File: src/rtl/fw_uart_loader.sv
// Framed UART firmware loader: packs little-endian bytes into 32-bit words, writes them to core SRAM,
// checks the trailing checksum, then releases the core. Macro FW_LOADER_READBACK_EN adds per-word readback.
module fw_uart_loader #(
    parameter int DEPTH          = 1024,
    parameter int TIMEOUT_CYCLES = 1000000
) (
    input  logic        clk,
    input  logic        RST,
    input  logic        rx_valid,
    input  logic [7:0]  rx_data,
    output logic        nFW_mode,
    output logic        core_nRST,
    output logic [31:0] fw_mem_addr,
    output logic [31:0] fw_data_in,
    output logic [3:0]  fw_byte_en,
    output logic        fw_wr_en,
    output logic        fw_rd_en,
    input  logic [31:0] fw_data_out,
    output logic        busy,
    output logic        done,
    output logic [2:0]  error
);

    typedef enum logic [3:0] {
        ST_IDLE, ST_LEN_LO, ST_LEN_HI, ST_DATA, ST_WRITE,
        ST_VERIFY_RD, ST_VERIFY_CMP, ST_CSUM, ST_DONE, ST_ERR
    } state_t;

    localparam logic [7:0]  LP_SYNC     = 8'h53;
    localparam logic [16:0] LP_DEPTH    = 17'(DEPTH);
    localparam logic [31:0] LP_TMO_LAST = 32'(TIMEOUT_CYCLES - 1);

    state_t      r_state, w_state_next, w_norm_next;
    logic [2:0]  w_err_code, w_norm_err;
    logic        w_start, w_active, w_active_next, w_in_strobe, w_tmo_hit, w_word_end;
    logic [15:0] r_len, r_addr, w_len_full, w_addr_inc;
    logic [1:0]  r_byte_cnt;
    logic [31:0] r_word, w_word_next, r_tmo;
    logic [7:0]  r_sum;

    logic        r_nfw_mode, r_core_nrst, r_fw_wr_en, r_busy, r_done;
    logic [31:0] r_fw_mem_addr, r_fw_data_in;
    logic [3:0]  r_fw_byte_en;
    logic [2:0]  r_error;

    assign w_active      = (r_state != ST_IDLE) && (r_state != ST_DONE) && (r_state != ST_ERR);
    assign w_active_next = (w_state_next != ST_IDLE) && (w_state_next != ST_DONE) && (w_state_next != ST_ERR);
    assign w_in_strobe   = (r_state == ST_WRITE) || (r_state == ST_VERIFY_RD) || (r_state == ST_VERIFY_CMP);
    assign w_tmo_hit     = w_active && !rx_valid && (r_tmo >= LP_TMO_LAST);
    assign w_len_full    = {rx_data, r_len[7:0]};
    assign w_addr_inc    = r_addr + 16'd1;
`ifdef FW_LOADER_READBACK_EN
    assign w_word_end    = (r_state == ST_VERIFY_CMP);
`else
    assign w_word_end    = (r_state == ST_WRITE);
`endif

    // Word register with the incoming byte merged into its lane
    always_comb begin
        w_word_next = r_word;
        case (r_byte_cnt)
            2'd0:    w_word_next[7:0]   = rx_data;
            2'd1:    w_word_next[15:8]  = rx_data;
            2'd2:    w_word_next[23:16] = rx_data;
            2'd3:    w_word_next[31:24] = rx_data;
            default: w_word_next = r_word;
        endcase
    end

    // Frame parsing next state, before overrun/timeout overrides
    always_comb begin
        w_norm_next = r_state;
        w_norm_err  = 3'd0;
        w_start     = 1'b0;
        case (r_state)
            ST_IDLE, ST_ERR: begin
                if (rx_valid && (rx_data == LP_SYNC)) begin
                    w_norm_next = ST_LEN_LO;
                    w_start     = 1'b1;
                end else begin
                    w_norm_next = r_state;
                end
            end
            ST_LEN_LO: begin
                if (rx_valid) begin
                    w_norm_next = ST_LEN_HI;
                end else begin
                    w_norm_next = r_state;
                end
            end
            ST_LEN_HI: begin
                if (!rx_valid) begin
                    w_norm_next = r_state;
                end else if ({1'b0, w_len_full} > LP_DEPTH) begin
                    w_norm_next = ST_ERR;
                    w_norm_err  = 3'd1;
                end else if (w_len_full == 16'd0) begin
                    w_norm_next = ST_CSUM;
                end else begin
                    w_norm_next = ST_DATA;
                end
            end
            ST_DATA: begin
                if (rx_valid && (r_byte_cnt == 2'd3)) begin
                    w_norm_next = ST_WRITE;
                end else begin
                    w_norm_next = r_state;
                end
            end
`ifdef FW_LOADER_READBACK_EN
            ST_WRITE:     w_norm_next = ST_VERIFY_RD;
            ST_VERIFY_RD: w_norm_next = ST_VERIFY_CMP;
            ST_VERIFY_CMP: begin
                if (fw_data_out != r_word) begin
                    w_norm_next = ST_ERR;
                    w_norm_err  = 3'd5;
                end else if (w_addr_inc < r_len) begin
                    w_norm_next = ST_DATA;
                end else begin
                    w_norm_next = ST_CSUM;
                end
            end
`else
            ST_WRITE: begin
                if (w_addr_inc < r_len) begin
                    w_norm_next = ST_DATA;
                end else begin
                    w_norm_next = ST_CSUM;
                end
            end
`endif
            ST_CSUM: begin
                if (!rx_valid) begin
                    w_norm_next = r_state;
                end else if (rx_data == r_sum) begin
                    w_norm_next = ST_DONE;
                end else begin
                    w_norm_next = ST_ERR;
                    w_norm_err  = 3'd2;
                end
            end
            ST_DONE: w_norm_next = ST_DONE;
            default: w_norm_next = ST_IDLE;
        endcase
    end

    // A byte landing while the SRAM port is busy is lost, so it outranks everything else
    always_comb begin
        w_state_next = w_norm_next;
        w_err_code   = w_norm_err;
        if (w_in_strobe && rx_valid) begin
            w_state_next = ST_ERR;
            w_err_code   = 3'd4;
        end else if (w_tmo_hit) begin
            w_state_next = ST_ERR;
            w_err_code   = 3'd3;
        end else begin
            w_state_next = w_norm_next;
            w_err_code   = w_norm_err;
        end
    end

    // State register
    always_ff @(posedge clk) begin
        if (RST) begin
            r_state <= ST_IDLE;
        end else begin
            r_state <= w_state_next;
        end
    end

    // Datapath: length, byte lane, word, address, checksum and idle timer
    always_ff @(posedge clk) begin
        if (RST) begin
            r_len      <= 16'd0;
            r_addr     <= 16'd0;
            r_byte_cnt <= 2'd0;
            r_word     <= 32'd0;
            r_sum      <= 8'd0;
            r_tmo      <= 32'd0;
        end else begin
            if (w_start) begin
                r_byte_cnt <= 2'd0;
                r_addr     <= 16'd0;
                r_sum      <= 8'd0;
            end else if ((r_state == ST_DATA) && rx_valid) begin
                r_byte_cnt <= r_byte_cnt + 2'd1;
                r_sum      <= r_sum + rx_data;
                r_word     <= w_word_next;
            end else if (w_word_end && (w_state_next != ST_ERR)) begin
                r_addr     <= w_addr_inc;
            end
            if ((r_state == ST_LEN_LO) && rx_valid) begin
                r_len[7:0] <= rx_data;
            end
            if ((r_state == ST_LEN_HI) && rx_valid) begin
                r_len[15:8] <= rx_data;
            end
            r_tmo <= (rx_valid || !w_active) ? 32'd0 : r_tmo + 32'd1;
        end
    end

    // Registered outputs derived from the upcoming state
    always_ff @(posedge clk) begin
        if (RST) begin
            r_fw_wr_en    <= 1'b0;
            r_fw_byte_en  <= 4'h0;
            r_fw_data_in  <= 32'd0;
            r_fw_mem_addr <= 32'd0;
            r_busy        <= 1'b0;
            r_done        <= 1'b0;
            r_nfw_mode    <= 1'b0;
            r_core_nrst   <= 1'b0;
            r_error       <= 3'd0;
        end else begin
            r_fw_wr_en    <= (w_state_next == ST_WRITE);
            r_fw_byte_en  <= (w_state_next == ST_WRITE) ? 4'hF : 4'h0;
            r_fw_data_in  <= (w_state_next == ST_WRITE) ? w_word_next : 32'd0;
            r_fw_mem_addr <= ((w_state_next == ST_WRITE) || (w_state_next == ST_VERIFY_RD)) ?
                             {16'd0, r_addr} : 32'd0;
            r_busy        <= w_active_next;
            r_done        <= (w_state_next == ST_DONE);
            r_nfw_mode    <= (w_state_next == ST_DONE);
            r_core_nrst   <= (w_state_next == ST_DONE);
            if (w_start) begin
                r_error <= 3'd0;
            end else if ((w_state_next == ST_ERR) && (r_state != ST_ERR)) begin
                r_error <= w_err_code;
            end
        end
    end

`ifdef FW_LOADER_READBACK_EN
    logic r_fw_rd_en;

    // Readback strobe
    always_ff @(posedge clk) begin
        if (RST) begin
            r_fw_rd_en <= 1'b0;
        end else begin
            r_fw_rd_en <= (w_state_next == ST_VERIFY_RD);
        end
    end
    assign fw_rd_en = r_fw_rd_en;
`else
    logic w_unused_rd;
    assign w_unused_rd = ^fw_data_out;
    assign fw_rd_en    = 1'b0;
`endif

    assign fw_wr_en    = r_fw_wr_en;
    assign fw_byte_en  = r_fw_byte_en;
    assign fw_data_in  = r_fw_data_in;
    assign fw_mem_addr = r_fw_mem_addr;
    assign busy        = r_busy;
    assign done        = r_done;
    assign nFW_mode    = r_nfw_mode;
    assign core_nRST   = r_core_nrst;
    assign error       = r_error;

endmodule

File: config.mk
export PLATFORM = sky130hd
export DESIGN_NAME = fw_uart_loader
export DESIGN_NICKNAME = d
export VERILOG_FILES = /design/src/rtl/fw_uart_loader.sv
export SDC_FILE = /design/constraint.sdc
export NUM_CORES = 1
export LEC_CHECK = 0
export ABC_AREA = 0
export CORE_UTILIZATION = 35
export DETAILED_ROUTE_END_ITERATION = 6
export DONT_BUFFER_PORTS = 1
export HOLD_SLACK_MARGIN = 0.06
export PLACE_DENSITY = 0.5
export SLEW_MARGIN = 10
export SYNTH_ARGS = -nofsm -noshare
export SYNTH_HDL_FRONTEND = slang
export SYNTH_SLANG_ARGS = --single-unit
File: constraint.sdc
create_clock -name clk -period 4.1 [get_ports clk]
set_input_delay 1.025 -clock clk [delete_from_list [all_inputs] [get_ports clk]]
set_output_delay 1.025 -clock clk [all_outputs]
set_load 0.02 [all_outputs]
== Word-level counts from Yosys, hierarchy flattened ==
Cells that the tools add are included.
Word-level totals
  word-level logic and storage cells: 107
  bits in registers: 184
  output and inout port bits: 77
  input bits: 43
Cells by class
  bitwise logic cells: 4
  $add $sub $neg: 4
  equality and inequality tests: 22
  muxes and demuxes: 26
  reductions and logical operators: 32
  $lt $le $gt $ge: 3
Operators by type and width (count)
  2-to-1 mux 4 bit: 9
  adder 32 x 1 -> 32 bit (second input constant): 1
  greater-or-equal comparator 32 x 20 -> 1 bit (second input constant): 1
  2-to-1 mux 8 bit: 4
  one-hot mux 4 bit (7 select lines): 1
  == test 4 x 3 -> 1 bit (second input constant): 6
  adder 16 x 1 -> 16 bit (second input constant): 1
  == test 4 bit (second input constant): 4
  greater-than comparator 16 x 11 -> 1 bit (second input constant): 1
  logical NOT 16 bit: 1
  < comparator 16 bit: 1
  inequality test 4 bit (second input constant): 4
  logical AND 1 bit: 14
  2-to-1 mux 3 bit: 4
  OR reduction 2 bit: 5
  adder 8 bit: 1
  == test 4 x 2 -> 1 bit (second input constant): 2
  == test 8 x 7 -> 1 bit (second input constant): 1
  == test 8 bit: 1
  nonzero test 4 bit: 2
  2-to-1 mux 1 bit: 5
  == test 2 bit (second input constant): 2
  == test 4 x 1 -> 1 bit (second input constant): 1
  logical NOT 4 bit: 1
  9 further kinds: 18

== Longest topological paths before layout ==
  word-level depth: 11
  depth in mapped cells: 15
  depth with buffers taken out: 13

== Least setup slack after synthesis ==
OpenSTA, ideal clock, no wires.
  path type: register -> register
  start: register r_addr[2]
  end: register r_fw_data_in[10] (netlist: fw_data_in[10])
  buffers on the path: 2
  data required time: 4.027 ns
  slack: 1.156 ns
  cell stages (with the launch flop): 16
  data arrival time: 2.871 ns
  setup time: 0.073 ns
  period minus slack after synthesis: 2.944 ns
  cell sequence: dfxtp_1 inv_1 nor3_1 nand4_1 or2_0 clkbuf_1 nor2_1 xnor2_1 ha_1 nand2_1 nor2_1 nand2_1 o32ai_1 o211ai_2 buf_6 nor3_2
Between the ends
  word-level cells in the longest chain between the ends: 9
RTL lines
  start, declared: RTL line 36  | logic [15:0] r_len, r_addr, w_len_full, w_addr_inc;
  start signal, assigned: RTL line 191  | r_addr <= w_addr_inc;
  adder 16 x 1 -> 16 bit: RTL line 51  | assign w_addr_inc = r_addr + 16'd1;
  via w_addr_inc[15]: RTL line 36
  < comparator 16 bit: RTL line 125  | if (w_addr_inc < r_len) begin
  2-to-1 mux 3 bit: RTL line 125
  one-hot mux 4 bit (7 select lines): RTL line 75  | case (r_state)
  2-to-1 mux 4 bit: RTL line 154  | end else if (w_tmo_hit) begin
  2-to-1 mux 4 bit: RTL line 151  | if (w_in_strobe && rx_valid) begin
  == test 4 x 3 -> 1 bit: RTL line 218  | r_fw_data_in <= (w_state_next == ST_WRITE) ? w_word_next : 32'd0;
  NOT 1 bit (no line)
  OR reduction 2 bit (no line)
  end signal, assigned: RTL line 218
  end, declared: RTL line 42  | logic [31:0] r_fw_mem_addr, r_fw_data_in;
The timed path passes the listed nets, and every way through them passes these cells.
A chain may end at the register's enable or synchronous reset.

== Worst setup path in the final report ==
  start: register r_addr[7]
  end: register r_fw_data_in[21] (netlist: fw_data_in[21])
Same word-level chain as after synthesis.

==> out/results.txt <==
worst rel slew slack: 36.9%
worst setup margin: 0.594 ns
Psw: 720 uW
CTS H-Tree Depth: 4
outcome: complete, no violations
worst skew pair latency: 0.43 ns
final setup skew: 0.0104 ns
clk buf depth: 2
pre-CTS setup slack: 0.606 ns
Flop pwr share: 49.1%
sequential area share after synthesis: 40.9%
Ys Warns: 0
synth unique cells: 64
die area: 23500 um^2
setup_tns: 0 ns
standard-cell rows: 55
post_cts resized: 0
max cap viols: 0
CTS sink cnt: 164
CTS Hold Bufs: 0
critical path fanouts, max: 32
P&R area growth vs syn: 8.34%
fmax: 285 MHz
vias per cell: 4.94
root buf cell: clkbuf_16
vias in the first global route: 5607
Hold Violations, Final: 0
crit start category: flip-flop
Cell Area, Synth: 8020 um^2
number of CTS-inserted buffers: 17
Post-synth EDFFs: 0
DRC Markers: 0
Arr. time, crit path: 3.85 ns
Setup crit end kind: flip-flop
core area: 22600 um^2
clock-pin transition on the worst setup and hold timing paths: 0.06 ns
first-pass GRT wire length: 29500 um
total iterations of the first detailed-routing run: 4
syn_area_per_cell: 8.75 um^2
setup bufs post-CTS: 0
most frequent cells in the layout: 164 x dfxtp_1, 102 x nand2_1, 70 x nand3_1
largest net degree at the start of global routing: 58
Total GRT Usage: 15.8%
Post-synth top flop: dfxtp_1
ys async rst share: 0%
most common cell after layout, fill and taps aside: dfxtp_1
maximum vdd drop: 0.000216 V
vias: 5845
number of port buffers: 0
fill count: 2292
flip-flop and latch count after synthesis: 164
final RePlAce weighted congestion: 0.755
CTS tree: built
Worst EP required: 4.45 ns
Sw Ratio: 22.2%
Final Cycle Share: 85.5%
Worst-Margin Slew: 0.945 ns
DP Wirelength: 12100 um
post-DR wirelength/cell: 15.3 um
area occupied by multi-input gates: 4180 um^2
I/O Pins: 120
unrepaired setup endpoints after global routing: no
Worst Hold Class: flip-flop to flip-flop
Starting Density: 35.5%
Die W: 153 um
Setup-failing EPs final: 0
post-layout min period: 3.51 ns
Reg area: 3280 um^2
Logic pwr share: 1.6%
critical setup path kind: flip-flop to flip-flop
Final ANT Viol Nets: 0
# nets final: 957
Gate Count Post-Synth: 917
fin. max-slew vios: 0
PwrDens: 373 nW/um^2
global route total overflow: 0
Power Internal: 2.53 mW
Diodes inserted: 0
layout cell share with drive strength beyond 1: 11.8%
leakage: 3.05 nW
antenna violations before repair: 0
Die Y: 153 um
Iter 0 DRT Violations: 291
clock network power share: 49.3%
drt total wl: 18100 um
logic make-up (layout without fill, tap and decap cells):
kind of cell / count (synthesis) / after routing / synth area share, %
adders and majority gates: 29 / 29 / 4.62
DFF: 164 / 164 / 40.9
muxes: 58 / 58 / 7.27
AOI/OAI and AO/OA: 118 / 118 / 9.06
other: 1 / 17 / 0.0467
xor gates and xnor gates: 44 / 44 / 4.80
and+or+nand+nor: 376 / 376 / 25.4
buffers and inverters: 127 / 92 / 7.92
sequential cells by signal, indices dropped and copies added (netlist names), 4 cells and up:
register / count
r_word: 32
r_sum: 8
fw_mem_addr: 16
r_tmo: 32
r_addr: 16
fw_data_in: 32
r_state: 4
r_len: 16
through the flow:
stage               power [mW]  hold slack (ns)  instance area (um^2)  cells  utilization, %
floorplan                 1.70            0.430                  8080    933               -
global placement          1.68            0.437                  8100   1151            35.9
detailed placement        1.68            0.441                  8100   1151            35.9
CTS                       3.30            0.449                  8690   1183            38.5
global route              3.38            0.462                  8690   1183            38.5
finish                    3.25            0.451                  8690   1183            38.5
layer usage:
metal | GRT usage [%] | vias up | wire length [um]
li1 | - | 3052 | -
met4 | 4.29 | 0 | 90
met3 | 5.16 | 4 | 984
met2 | 25.1 | 79 | 8310
met5 | 0 | - | 0
met1 | 20.6 | 2710 | 8690
final cells by class:
cell class | instances | share of cell area (%)
clock inverter | 14 | 1.76
sequential | 164 | 37.8
inverter | 49 | 2.13
clock buffer | 18 | 5.05
timing repair buffer | 11 | 1.09
multi-input combinational | 642 | 48.1
tap | 285 | 4.10
worst paths after layout:
kind | start | endpoint | slack (ns) | cells after the start
max | r_addr[7] | fw_data_in[21] | 0.59 | 14
min | r_word[8] | r_word[8] | 0.45 | 2
max reg2reg | r_addr[7] | fw_data_in[21] | 0.59 | 14
min reg2reg | r_word[8] | r_word[8] | 0.45 | 2
critical path: stages (launching register included):
cell and delay [ns]:
dfxtp_1 0.38, inv_1 0.12, nor4_1 0.42, nand4_1 0.20, or2_0 0.35, nor2_1 0.18
xnor2_1 0.08, ha_1 0.29, nand2_1 0.07, nor2_1 0.14, nand2_1 0.07, o32ai_1 0.45
o211ai_4 0.11, buf_4 0.30, nor3_2 0.24
cells in the mapped netlist, drive strengths merged (2+ instances only):
library cell / n / area [um^2]
nor3: 62 / 551
or2: 2 / 12.5
and4: 2 / 17.5
clkbuf: 37 / 143
o41ai: 5 / 43.8
o311ai: 4 / 35.0
nor2: 67 / 251
and2: 3 / 18.8
nor3b: 3 / 22.5
ha: 28 / 350
or3: 10 / 62.6
buf: 41 / 308
dfxtp: 164 / 3280
o211ai: 5 / 42.5
inv: 48 / 180
nor2b: 9 / 56.3
o21ai: 15 / 78.8
nand2: 104 / 393
a211oi: 4 / 30.0
a31oi: 4 / 25.0
nor4: 11 / 75.1
mux2: 2 / 22.5
xnor2: 27 / 236
xor2: 17 / 149
o21a: 2 / 15.0
mux2i: 56 / 561
nand2b: 5 / 31.3
o21bai: 2 / 15.0
a211o: 2 / 18.8
a21oi: 64 / 320
nand3: 70 / 350
nand4: 10 / 68.8
and3: 15 / 98.8
power groups by stage:
stage | clock network (mW) | logic, mW | registers (mW)
6_report | 1.60 | 0.0526 | 1.59
5_1_grt | 1.73 | 0.0580 | 1.59
4_1_cts | 1.65 | 0.0529 | 1.59
3_5_place_dp | 0 | 0.0527 | 1.63
3_3_place_gp | 0 | 0.0523 | 1.63
2_1_floorplan | 0 | 0.0739 | 1.63
Power figures use the tool's default switching activity.
